## src/rtl/wb_arbiter.sv

```systemverilog
// wb_arbiter: two-master to one-slave pipelined Wishbone arbiter.
// Master 0 = instruction fetch (read-only), master 1 = load-store unit.
//
// Ports:
//   clk_i, rst_ni         clock, asynchronous active-low reset
//   m0_*                  fetch master (adr/cyc/stb in, ack/stall out)
//   m1_*                  LSU master (adr/dat/we/sel/cyc/stb in, ack/stall out)
//   m_dat_o               read data broadcast to both masters
//   s_*                   shared slave port
//   grant_o               one-hot current grant {m1,m0}, 2'b00 = none
//
// Build option:
//   WB_ARB_ROUND_ROBIN_EN  defined   -> ties in IDLE go to the master that
//                                       was not granted last.
//                          undefined -> ties always go to m1 (LSU).

module wb_arbiter #(
    parameter int ADDR_W = 32
) (
    input  logic              clk_i,
    input  logic              rst_ni,

    input  logic [ADDR_W-1:0] m0_adr_i,
    input  logic              m0_cyc_i,
    input  logic              m0_stb_i,
    output logic              m0_ack_o,
    output logic              m0_stall_o,

    input  logic [ADDR_W-1:0] m1_adr_i,
    input  logic [31:0]       m1_dat_i,
    input  logic              m1_we_i,
    input  logic [3:0]        m1_sel_i,
    input  logic              m1_cyc_i,
    input  logic              m1_stb_i,
    output logic              m1_ack_o,
    output logic              m1_stall_o,

    output logic [31:0]       m_dat_o,

    output logic [ADDR_W-1:0] s_adr_o,
    output logic [31:0]       s_dat_o,
    output logic              s_we_o,
    output logic [3:0]        s_sel_o,
    output logic              s_cyc_o,
    output logic              s_stb_o,
    input  logic              s_ack_i,
    input  logic              s_stall_i,
    input  logic [31:0]       s_dat_i,

    output logic [1:0]        grant_o
);

    // State encoding doubles as the one-hot grant vector.
    typedef enum logic [1:0] {
        IDLE     = 2'b00,
        GRANT_M0 = 2'b01,
        GRANT_M1 = 2'b10
    } state_e;

    localparam logic LAST_M0 = 1'b0;
    localparam logic LAST_M1 = 1'b1;

    state_e state_q, state_d;
    logic   last_q, last_d;
    logic   tie_m1;

    // Who wins when both masters raise cyc in the same IDLE cycle.
`ifdef WB_ARB_ROUND_ROBIN_EN
    assign tie_m1 = (last_q == LAST_M0);
`else
    assign tie_m1 = 1'b1;
`endif

    // State register
    always_ff @(posedge clk_i or negedge rst_ni) begin
        if (!rst_ni) begin
            state_q <= IDLE;
            last_q  <= LAST_M1;
        end else begin
            state_q <= state_d;
            last_q  <= last_d;
        end
    end

    // Next-state logic
    always_comb begin
        state_d = state_q;
        last_d  = last_q;
        case (state_q)
            IDLE: begin
                if (m0_cyc_i && m1_cyc_i) begin
                    state_d = tie_m1 ? GRANT_M1 : GRANT_M0;
                end else if (m1_cyc_i) begin
                    state_d = GRANT_M1;
                end else if (m0_cyc_i) begin
                    state_d = GRANT_M0;
                end
            end
            GRANT_M0: begin
                // Grant is held until the owner drops cyc; hand over
                // directly if the other master is already waiting.
                if (!m0_cyc_i) begin
                    last_d  = LAST_M0;
                    state_d = m1_cyc_i ? GRANT_M1 : IDLE;
                end
            end
            GRANT_M1: begin
                if (!m1_cyc_i) begin
                    last_d  = LAST_M1;
                    state_d = m0_cyc_i ? GRANT_M0 : IDLE;
                end
            end
            default: begin
                state_d = IDLE;
            end
        endcase
    end

    // Output logic: slave-side mux is purely combinational from the
    // registered grant, so a released cyc drops s_cyc_o the same cycle
    // and an async reset clears the bus immediately.
    always_comb begin
        s_adr_o    = '0;
        s_dat_o    = '0;
        s_we_o     = 1'b0;
        s_sel_o    = 4'h0;
        s_cyc_o    = 1'b0;
        s_stb_o    = 1'b0;
        m0_ack_o   = 1'b0;
        m0_stall_o = 1'b1;
        m1_ack_o   = 1'b0;
        m1_stall_o = 1'b1;
        case (state_q)
            GRANT_M0: begin
                // Fetch is read-only, full-word.
                s_adr_o    = m0_adr_i;
                s_sel_o    = 4'hF;
                s_cyc_o    = m0_cyc_i;
                s_stb_o    = m0_stb_i;
                m0_ack_o   = s_ack_i;
                m0_stall_o = s_stall_i;
            end
            GRANT_M1: begin
                s_adr_o    = m1_adr_i;
                s_dat_o    = m1_dat_i;
                s_we_o     = m1_we_i;
                s_sel_o    = m1_sel_i;
                s_cyc_o    = m1_cyc_i;
                s_stb_o    = m1_stb_i;
                m1_ack_o   = s_ack_i;
                m1_stall_o = s_stall_i;
            end
            default: begin
                // IDLE: acks with no owner are dropped.
            end
        endcase
    end

    assign m_dat_o = s_dat_i;
    assign grant_o = state_q;

endmodule

```

## config.mk

```make
export PLATFORM = sky130hd
export DESIGN_NAME = wb_arbiter
export DESIGN_NICKNAME = d
export VERILOG_FILES = /design/src/rtl/wb_arbiter.sv
export SDC_FILE = /design/constraint.sdc
export NUM_CORES = 1
export LEC_CHECK = 0
export ABC_AREA = 1
export ABC_CLOCK_PERIOD_IN_PS = 1200
export BUFFER_PORTS_ARGS = -buffer_cell sky130_fd_sc_hd__buf_4
export CORE_AREA = 2 2 96 98
export DETAILED_ROUTE_END_ITERATION = 10
export DIE_AREA = 0 0 98 100
export GPL_ROUTABILITY_DRIVEN = 0
export PLACE_DENSITY = 0.55
export RECOVER_POWER = 50
export SETUP_SLACK_MARGIN = 0.3
export SYNTH_ARGS = -nofsm -noshare
export SYNTH_HDL_FRONTEND = slang
export SYNTH_SLANG_ARGS = --single-unit
```

## constraint.sdc

```tcl
create_clock -name clk_i -period 1.2 [get_ports clk_i]
set_input_delay 0.12 -clock clk_i [delete_from_list [all_inputs] [get_ports clk_i]]
set_output_delay 0.12 -clock clk_i [all_outputs]
set_load 0.02 [all_outputs]
```

==> impl_metrics.env <==
export IMPL_yosys_warnings=0
export IMPL_grt_ovfl_total=0
export IMPL_cts_path_max_buffers=2
export IMPL_fin_nets=585
export IMPL_violations="negative setup slack"
export IMPL_portBuffers=185
export IMPL_cts_tree="done"
export IMPL_crit_type="reg -> out"
export IMPL_fmax_mhz=604
export IMPL_syn_avg_cell_area_um2=5.15
export IMPL_grt_usage=0.124
export IMPL_synth_top_family_by_area="buffers and inverters"
export IMPL_max_cap_violations=0
export IMPL_synth_cell_types=12
export IMPL_grt_pass1_vias=2032
export IMPL_rows=35
export IMPL_cts_sinks=2
export IMPL_drc=0
export IMPL_crit_path_end_kind="output port"
export IMPL_drt_iter0_drc=43
export IMPL_multi_input_area_um2=1370
export IMPL_hold_ws_ns=0.240
export IMPL_pwr_density_cell_nw_per_um2=2220
export IMPL_wl_per_cell_um=13.1
export IMPL_ios=250
export IMPL_synthSimpleGateAreaFrac=0.355
export IMPL_yosysTopAreaCellShare=0.332
export IMPL_cts_buffers=3
export IMPL_drt_pass1_iterations=5
export IMPL_vias=2231
export IMPL_initial_core_util=0.151
export IMPL_nFillCells=891
export IMPL_core_um2=8890
export IMPL_slowest_stage="dfrtp_2"
export IMPL_cp_max_fo=12
export IMPL_setup_viol=78
export IMPL_synth_top_area_cell="nand2_1"
export IMPL_hold_class="in -> async"
export IMPL_cts_root_buf="clkbuf_8"
export IMPL_clock_skew_ns=0.000543
export IMPL_synth_cells=261
export IMPL_synthXorXnorAreaFrac=0
export IMPL_period_share=1.38
export IMPL_syn_area_um2=1350
export IMPL_total_power_mw=8.75
export IMPL_synth_compound_area_frac=0.161
export IMPL_place_hpwl_mm=4.85
export IMPL_worst_path_buf_inv=4
export IMPL_cp_required_ns=1.08
export IMPL_rsz0062_at_grt="true"
export IMPL_worstMarginPinSlew_ns=0.193
export IMPL_diodes=0
export IMPL_finalWorstSetupSlack_ns=-0.455
export IMPL_highest_layer="met4"
export IMPL_cts_htree_levels=1
export IMPL_layout_drive_gt1_share=0.874
export IMPL_min_period_ns=1.65
export IMPL_regArea_um2=52.6
export IMPL_drt_met1_wl_mm=2.76
export IMPL_synthAdderAreaFrac=0.0372
export IMPL_relSlewSlack=0.871
export IMPL_critPathTopFamily="buffers and inverters"
export IMPL_antenna_found_initial=0
export IMPL_ys_ff_latch=2
export IMPL_largest_register_ffs=2
export IMPL_dieArea_um2=9800
export IMPL_die_h_um=100
export IMPL_yosys_top_cells_area="nand2_1 (33%), buf_4 (21%), inv_1 (12%)"
export IMPL_grt_max_degree=20
export IMPL_wl_mm=7.17
export IMPL_insertion_delay_ns=0.21
export IMPL_clkTransAtPathRegs_ns=0.03
export IMPL_synthMuxAreaShare=0
export IMPL_ir_drop_mv=1.32
export IMPL_finalHoldViolCount=0
export IMPL_vias_per_cell=4.06
export IMPL_critPathLaunchType="flip-flop"
export IMPL_outcome="finished with violations"
export IMPL_die_w_um=98
export IMPL_ant_nets=0
export IMPL_crit_top_cell="buf_4"
export IMPL_syn_to_final_growth_pct=193
export IMPL_syn_num_nets=406
export IMPL_critPathArrivalTime_ns=1.53
export IMPL_grt_pass1_wl_mm=10.1
export IMPL_synth_seq_area_share=0.0372
export IMPL_fin_util=0.443
export IMPL_wl_met2_mm=3.94
export IMPL_dr_wl_met3_um=459
export IMPL_p_leak_nw=1.99
export IMPL_crit_chain="buf_4 > ha_4 > buf_12 > buf_4 > nand2_1 > a21oi_4 > buf_6"
export IMPL_slowest_delay_ns=0.42
export IMPL_finalMaxSlewViolations=0
## cells in the mapped netlist
master    count
buf_4        37
nand2_1     119
dfrtp_1       2
buf_6         9
ha_1          4
nand3_1       1
nand3b_1      1
nor2_1        5
a21oi_1      31
inv_1        43
a21oi_2       7
buf_2         2
## power breakdown
group | internal, mW | switching, mW | total, mW | leakage, nW
sequential | 0.103 | 0.0350 | 0.138 | 0.0229
combinational | 4.09 | 4.26 | 8.35 | 1.95
clock | 0.212 | 0.0494 | 0.261 | 0.0216
## metal layers
layer	global-route usage	vias to the layer above
met3	0.0251	6
met5	0	-
li1	-	1098
met2	0.221	85
met4	0.0182	0
met1	0.159	1042
## timing repair
action                                 in CTS  in global routing
pin swaps                                   6                  7
buffers inserted                           10                  3
hold buffers                                1                  0
setup endpoints to repair                  79                 79
endpoints found under the hold margin       2                  0
gates resized for setup                    87                 82
cloned                                      6                  2
## per-stage QoR
step	setup slack [ns]	instances	instance area, um^2	TNS [ns]
2_1_floorplan	-0.193	261	1690	-8.68
3_3_place_gp	-0.228	524	3010	-11.55
3_5_place_dp	-0.282	524	3010	-13.56
4_1_cts	-0.438	544	3590	-30.81
5_1_grt	-0.505	549	3940	-33.19
6_report	-0.455	549	3940	-29.73
## final cells by class
type | instances | share of cell area
flip-flops and latches | 2 | 0.0133
clock buffers | 3 | 0.0105
repair buffers | 222 | 0.549
well taps | 111 | 0.0353
inverters | 43 | 0.0451
multi-input cells | 168 | 0.347
## final timing paths
path	slack (ns)	cells past startpoint	start	to
worst max-delay path	-0.45	7	grant_o[0]	s_adr_o[27]
worst min-delay path	0.24	2	rst_ni	grant_o[1]
worst min register to register	0.73	4	grant_o[0]	grant_o[0]
min in group clk_i	0.24	0	s_dat_i[31]	m_dat_o[31]
max in group asynchronous	0.86	2	rst_ni	grant_o[0]
worst max register to register	-0.22	9	grant_o[0]	grant_o[0]
## worst reg2reg max path, stage by stage, from the launching register on
cell and delay (ns):
dfrtp_2 0.42, buf_4 0.15, ha_4 0.17, buf_8 0.14
nand2_1 0.08, nand2_2 0.07, buf_4 0.13, nor2_2 0.08
nand2_1 0.06, nand2_1 0.06
## cells by family (layout without fill, tap and decap cells)
family	count (synthesis)	in the layout
adders and majority gates	4	4
and+or+nand+nor	126	126
buffers and inverters	91	268
AOI/OAI and AO/OA	38	38
DFF	2	2
## layout by cell type (no fill, tap or decap)
| cell type | count |
|---|---|
| a21oi_2 | 11 |
| clkbuf_16 | 1 |
| nor2_1 | 3 |
| inv_1 | 3 |
| buf_6 | 59 |
| nand3_1 | 1 |
| dlygate4sd3_1 | 1 |
| buf_16 | 6 |
| inv_8 | 1 |
| inv_2 | 36 |
| buf_12 | 10 |
| clkbuf_8 | 3 |
| clkinvlp_4 | 1 |
| nand2_2 | 58 |
| nand2_4 | 17 |
| buf_8 | 1 |
| nand2_1 | 44 |
| ha_1 | 1 |
| dfrtp_2 | 2 |
| buf_4 | 144 |
| nand3b_1 | 1 |
| ha_4 | 3 |
| nor2_2 | 2 |
| a21oi_4 | 26 |
| inv_4 | 2 |
| a21oi_1 | 1 |
Note: power is estimated with default switching activity, not from simulation.
